===== src/rtl/display_pkg.sv =====
// Shared types and constants for the binary-to-BCD display update path.
// The HOLD state exists only when HOLD_TIMER_EN is defined.
package display_pkg;

    // Largest value the 4-digit display can show; larger inputs saturate to it.
    localparam int unsigned BCD_MAX    = 9999;
    // Width of one BCD digit.
    localparam int unsigned DIGIT_W    = 4;
    localparam int unsigned NUM_DIGITS = 4;
    // Width of the BCD accumulator (four digits).
    localparam int unsigned BCD_W      = DIGIT_W * NUM_DIGITS;

    // Controller states.
    typedef enum logic [1:0] {
        IDLE    = 2'd0,
        CONVERT = 2'd1,
        PUBLISH = 2'd2
`ifdef HOLD_TIMER_EN
        ,
        HOLD    = 2'd3
`endif
    } state_e;

    // Published digits, most significant first so the packed layout matches
    // the BCD accumulator bit for bit.
    typedef struct packed {
        logic [DIGIT_W-1:0] thousands;
        logic [DIGIT_W-1:0] hundreds;
        logic [DIGIT_W-1:0] tens;
        logic [DIGIT_W-1:0] ones;
    } digits_t;

endpackage : display_pkg


===== src/rtl/bcd_add3.sv =====
// One double-dabble correction step: a BCD digit of 5 or more gets +3 so the
// following left shift carries correctly into the next digit.
module bcd_add3
    import display_pkg::*;
(
    input  logic [DIGIT_W-1:0] digit_in,
    output logic [DIGIT_W-1:0] digit_out
);

    // Add 3 when the digit would reach 10 or more after doubling.
    always_comb begin
        digit_out = (digit_in >= DIGIT_W'(5)) ? digit_in + DIGIT_W'(3) : digit_in;
    end

endmodule : bcd_add3


===== src/rtl/bcd_update_ctrl.sv =====
// Binary-to-BCD display update controller.
// Accepts a binary value in IDLE, saturates it to 9999, converts it with a
// shift-add-3 sequence (one bit per clock), then publishes four BCD digits
// with a one-cycle done pulse. Fixed latency: WIDTH+1 clocks from transfer.
// Optional feature: define HOLD_TIMER_EN to add a HOLD state that blocks new
// transfers for HOLD_CYCLES clocks (minimum one) after each publish.
module bcd_update_ctrl
    import display_pkg::*;
#(
    parameter int WIDTH       = 14,
    parameter int HOLD_CYCLES = 5000000
) (
    input  logic               clk,
    input  logic               rst,
    input  logic [WIDTH-1:0]   in_value,
    input  logic               in_valid,
    output logic               in_ready,
    output logic [DIGIT_W-1:0] ones,
    output logic [DIGIT_W-1:0] tens,
    output logic [DIGIT_W-1:0] hundreds,
    output logic [DIGIT_W-1:0] thousands,
    output logic               ovf,
    output logic               done,
    output logic               busy
);

    // The shift path slices the binary register, so it needs at least 2 bits.
    if (WIDTH < 2 || HOLD_CYCLES < 0) begin : g_param_check
        $error("bcd_update_ctrl: WIDTH must be >= 2 and HOLD_CYCLES >= 0");
    end

    localparam int CNT_W = $clog2(WIDTH + 1);

    state_e             state_q, state_d;
    logic [WIDTH-1:0]   bin_q, bin_d;
    logic [BCD_W-1:0]   bcd_q, bcd_d;
    logic [BCD_W-1:0]   bcd_adj;
    logic [CNT_W-1:0]   bit_cnt_q, bit_cnt_d;
    logic               ovf_pending_q, ovf_pending_d;
    digits_t            disp_q, disp_d;
    logic               ovf_q, ovf_d;
    logic               done_q, done_d;

    logic               in_over;
    logic [WIDTH-1:0]   in_sat;

`ifdef HOLD_TIMER_EN
    // A zero hold still spends one cycle in HOLD.
    localparam int HOLD_EFF = (HOLD_CYCLES == 0) ? 1 : HOLD_CYCLES;
    localparam int HOLD_W   = (HOLD_EFF > 1) ? $clog2(HOLD_EFF) : 1;

    logic [HOLD_W-1:0]  hold_cnt_q, hold_cnt_d;
`endif

    // Per-digit correction of the accumulator ahead of each shift.
    for (genvar g = 0; g < NUM_DIGITS; g++) begin : g_add3
        bcd_add3 u_add3 (
            .digit_in  (bcd_q[g*DIGIT_W +: DIGIT_W]),
            .digit_out (bcd_adj[g*DIGIT_W +: DIGIT_W])
        );
    end

    // Saturate the incoming value to what four digits can show.
    always_comb begin
        in_over = (32'(in_value) > BCD_MAX);
        in_sat  = in_over ? WIDTH'(BCD_MAX) : in_value;
    end

    // Next-state, datapath and output-register logic.
    always_comb begin
        // NOTE: every signal gets its hold value first; a path that skips an
        // assignment would otherwise infer a latch.
        state_d       = state_q;
        bin_d         = bin_q;
        bcd_d         = bcd_q;
        bit_cnt_d     = bit_cnt_q;
        ovf_pending_d = ovf_pending_q;
        disp_d        = disp_q;
        ovf_d         = ovf_q;
        done_d        = 1'b0;
`ifdef HOLD_TIMER_EN
        hold_cnt_d    = hold_cnt_q;
`endif

        unique case (state_q)
            IDLE: begin
                if (in_valid && in_ready) begin
                    bin_d         = in_sat;
                    bcd_d         = '0;
                    bit_cnt_d     = '0;
                    ovf_pending_d = in_over;
                    state_d       = CONVERT;
                end
            end

            CONVERT: begin
                // Correct every digit, then shift the next binary bit in.
                bcd_d     = {bcd_adj[BCD_W-2:0], bin_q[WIDTH-1]};
                bin_d     = bin_q << 1;
                bit_cnt_d = bit_cnt_q + CNT_W'(1);
                if (bit_cnt_q == CNT_W'(WIDTH - 1)) begin
                    state_d = PUBLISH;
                end
            end

            PUBLISH: begin
                disp_d = digits_t'(bcd_q);
                ovf_d  = ovf_pending_q;
                done_d = 1'b1;
`ifdef HOLD_TIMER_EN
                hold_cnt_d = '0;
                state_d    = HOLD;
`else
                state_d    = IDLE;
`endif
            end

`ifdef HOLD_TIMER_EN
            HOLD: begin
                if (hold_cnt_q == HOLD_W'(HOLD_EFF - 1)) begin
                    hold_cnt_d = '0;
                    state_d    = IDLE;
                end else begin
                    hold_cnt_d = hold_cnt_q + HOLD_W'(1);
                end
            end
`endif

            default: begin
                state_d = IDLE;
            end
        endcase
    end

    // State, datapath and output registers.
    always_ff @(posedge clk or posedge rst) begin
        // NOTE: the shift registers are reset along with the control state so
        // a reset mid-conversion leaves nothing behind to leak into a publish.
        if (rst) begin
            state_q       <= IDLE;
            bin_q         <= '0;
            bcd_q         <= '0;
            bit_cnt_q     <= '0;
            ovf_pending_q <= 1'b0;
            disp_q        <= '0;
            ovf_q         <= 1'b0;
            done_q        <= 1'b0;
        end else begin
            // NOTE: non-blocking assignments keep every register sampling the
            // pre-edge values, independent of statement order.
            state_q       <= state_d;
            bin_q         <= bin_d;
            bcd_q         <= bcd_d;
            bit_cnt_q     <= bit_cnt_d;
            ovf_pending_q <= ovf_pending_d;
            disp_q        <= disp_d;
            ovf_q         <= ovf_d;
            done_q        <= done_d;
        end
    end

`ifdef HOLD_TIMER_EN
    // Hold-off counter between publishes.
    always_ff @(posedge clk or posedge rst) begin
        if (rst) begin
            hold_cnt_q <= '0;
        end else begin
            hold_cnt_q <= hold_cnt_d;
        end
    end
`endif

    // Output mapping.
    always_comb begin
        in_ready  = (state_q == IDLE);
        busy      = (state_q != IDLE);
        ones      = disp_q.ones;
        tens      = disp_q.tens;
        hundreds  = disp_q.hundreds;
        thousands = disp_q.thousands;
        ovf       = ovf_q;
        done      = done_q;
    end

endmodule : bcd_update_ctrl


===== config.mk =====
export PLATFORM = sky130hd
export DESIGN_NAME = bcd_update_ctrl
export DESIGN_NICKNAME = d
export VERILOG_FILES = /design/src/rtl/display_pkg.sv /design/src/rtl/bcd_add3.sv /design/src/rtl/bcd_update_ctrl.sv
export SDC_FILE = /design/constraint.sdc
export NUM_CORES = 1
export LEC_CHECK = 0
export ABC_AREA = 0
export BUFFER_PORTS_ARGS = -buffer_cell sky130_fd_sc_hd__buf_2
export CAP_MARGIN = 20
export CORE_ASPECT_RATIO = 1.25
export CORE_UTILIZATION = 30
export CTS_CLUSTER_DIAMETER = 100
export DETAILED_ROUTE_END_ITERATION = 6
export SYNTH_ARGS = -nofsm -noshare
export SYNTH_HDL_FRONTEND = slang
export SYNTH_SLANG_ARGS = --single-unit

===== constraint.sdc =====
create_clock -name clk -period 2.9 [get_ports clk]
set_input_delay 0.58 -clock clk [delete_from_list [all_inputs] [get_ports clk]]
set_output_delay 0.58 -clock clk [all_outputs]
set_load 0.02 [all_outputs]

==> results.ini <==
[clock_network]
hold_buffers = 0
cts_tree = yes
ctsRootBufferMaster = clkbuf_8
cts.sinks = 55
htree_levels = 2
clk_pin_slew_ns = 0.09
post_cts_resized = 0
cts_buffers = 5
postCtsSetupBuffers = 0
cts_buffer_depth = 2
clk_latency_ns = 0.31

[timing]
slew_headroom = 0.384
fin_tns_setup_ns = 0
rsz0062_at_grt = no
worst_pin_slew_ns = 0.924
max_freq_mhz = 564
setup_viol = 0
hold_viol = 0
finalCritPeriodShare = 0.612
maxSlewViolCount = 0
period_minus_slack_ns = 1.77
clock_skew_ns = 0.0123

[placed_design]
dpl.hpwl_mm = 3.42
port_buffers = 36
place.gp.congestion = 0.774
dp_cells = 350

[detailed_routing]
wl_mm = 4.93
antenna_left = 0
dr_total_vias = 1803
firstDrtPassIters = 6
route.detailed.drc = 4
wl_per_cell_um = 13.8
drt-initial-drc-count = 100
vias_per_cell = 5.04

[floorplanning]
die_x_um = 84.1
num_rows = 37
core-area_mm2 = 0.00819
initial_core_util = 0.309
die_area_mm2 = 0.00880
num_io_pins = 37
die_height_um = 105

[synthesis]
synth-simple-area-share = 0.0985
synth_top_family_by_area = compound AO/OA/AOI/OAI gates
synthMuxAreaShare = 0.0559
synth_compound_area_frac = 0.169
syn_nets = 250
syn-instance-count = 223
synth-seq-cells = 55
netlist_area_mm2 = 0.00253
yosysWarnings = 0
synth_xor_area_frac = 0.0242
synthAdderAreaFrac = 0.0495
seq_area_frac_synth = 0.544
ys_types = 39
syn_area_per_cell_um2 = 11.3

[cells_and_area]
final_common_cell = dfrtp_1
drive_above_1_share = 0.245
syn2layout_area_growth_pct = 15.4
antenna_cells = 0
nets = 287
final_cells = 358
final_cell_mix = dfrtp_1 (55), buf_2 (36), inv_1 (18)
fillers = 819

[critical_path]
worstSetupStartpoint = state_q[1]
required_ns = 2.32
cp_data_arrival_time_ns = 1.19
r2r-start = state_q[1]
path_max_fanout = 7
cp-start-kind = flop
critPathKind = reg2out
end_kind = output pin

[global_routing]
grt_antenna_before_repair = 0
grt_pass1_vias = 1750
grt_pass1_wl_mm = 8.47
grt_use_total = 0.121
grt_max_degree = 56
grt_overflow = 0

[status]
failed_checks = DRC
outcome = finished with violations

[pwr]
peakVddDrop_mv = 0.335
power_leakage_nw = 1.44
powerDensity_mw_per_mm2 = 1080

[min_path]
hp-class = in2async

[job]
cap_violations = 0

## critical path, stage by stage, from the launching register on
cell and delay (ns):
dfrtp_1 0.49, nor2_1 0.20, inv_1 0.05, buf_2 0.15
## stage by stage
stage                     power [mW]  hold WS (ns)  setup WS (ns)  utilization  cell area, um2
after floorplan                 2.31         0.449          0.977            -            2530
after global placement          2.59         0.457           1.14        0.341            2800
after detailed placement        2.63         0.467           1.13        0.341            2800
after CTS                       3.18         0.316           1.08        0.356            2920
after global routing            3.41         0.333          0.973        0.356            2920
final                           3.14         0.307           1.13        0.356            2920
## path summary, 6_finish.rpt
kind	endpoint	slack, ns	depth (start not counted)
worst max-delay path	busy	1.13	3
max in group asynchronous	bin_q[12]	2.35	3
worst min register to register	hundreds[1]	0.48	2
worst min-delay path	thousands[2]	0.31	3
worst max register to register	bit_cnt_q[3]	1.15	4
min in group clk	hundreds[1]	0.48	2
## cell type report
cell class,count,area [um2],area share
flip-flops and latches,55,1380,0.472
clock inverters,2,38.8,0.0133
well taps,97,121,0.0416
inverters,19,71.3,0.0244
repair buffers,40,223,0.0763
multi-input cells,139,1000,0.344
clock buffers,6,82.6,0.0283
## sequential cells by signal, indices dropped and copies added (netlist names)
| signal | flops |
|---|---|
| bcd_q | 16 |
| bin_q | 14 |
| bit_cnt_q | 4 |
| done | 1 |
| hundreds | 4 |
| ones | 4 |
| ovf | 1 |
| ovf_pending_q | 1 |
| state_q | 2 |
| tens | 4 |
| thousands | 4 |
## report_power, final
group | leakage, nW | total, mW | internal (mW) | switching [mW]
registers | 0.708 | 1.30 | 1.08 | 0.223
clock network | 0.0618 | 0.539 | 0.284 | 0.254
logic | 0.672 | 1.30 | 0.572 | 0.728
## layer usage
layer,share of wire,vias to the layer above,global-route usage
met5,0,-,0
met4,0.012,0,0.0333
met3,0.041,6,0.0292
met2,0.50,49,0.206
met1,0.44,879,0.153
li1,-,869,-
## Yosys cell counts, drive strengths merged
master / number / area share
nand2: 14 / 0.021
nand3: 1 / 0.0020
buf: 10 / 0.030
o22ai: 12 / 0.030
a22o: 4 / 0.014
nand2b: 6 / 0.015
a31oi: 1 / 0.0025
a21o: 1 / 0.0030
ha: 10 / 0.049
nor3: 1 / 0.0020
o211ai: 1 / 0.0049
xor2: 3 / 0.010
a21oi: 6 / 0.012
o21a: 1 / 0.0030
o32ai: 2 / 0.0069
mux2i: 4 / 0.016
o21ai: 18 / 0.037
and3: 1 / 0.0045
a32o: 4 / 0.016
nand4: 2 / 0.0049
xnor2: 4 / 0.014
dfrtp: 55 / 0.54
nor2b: 1 / 0.0025
inv: 19 / 0.028
o31ai: 5 / 0.017
a222oi: 6 / 0.024
nor2: 17 / 0.028
nor3b: 2 / 0.010
mux2: 9 / 0.040
and2b: 1 / 0.0030
nor4: 1 / 0.0025
nand3b: 1 / 0.0030
## kinds of logic after synthesis
kind of cell,Yosys count
xor+xnor,7
compound gates,61
buf+inv,29
flops,55
simple gates,48
mux,13
fa+ha+maj,10
Power figures use the tool's default switching activity.
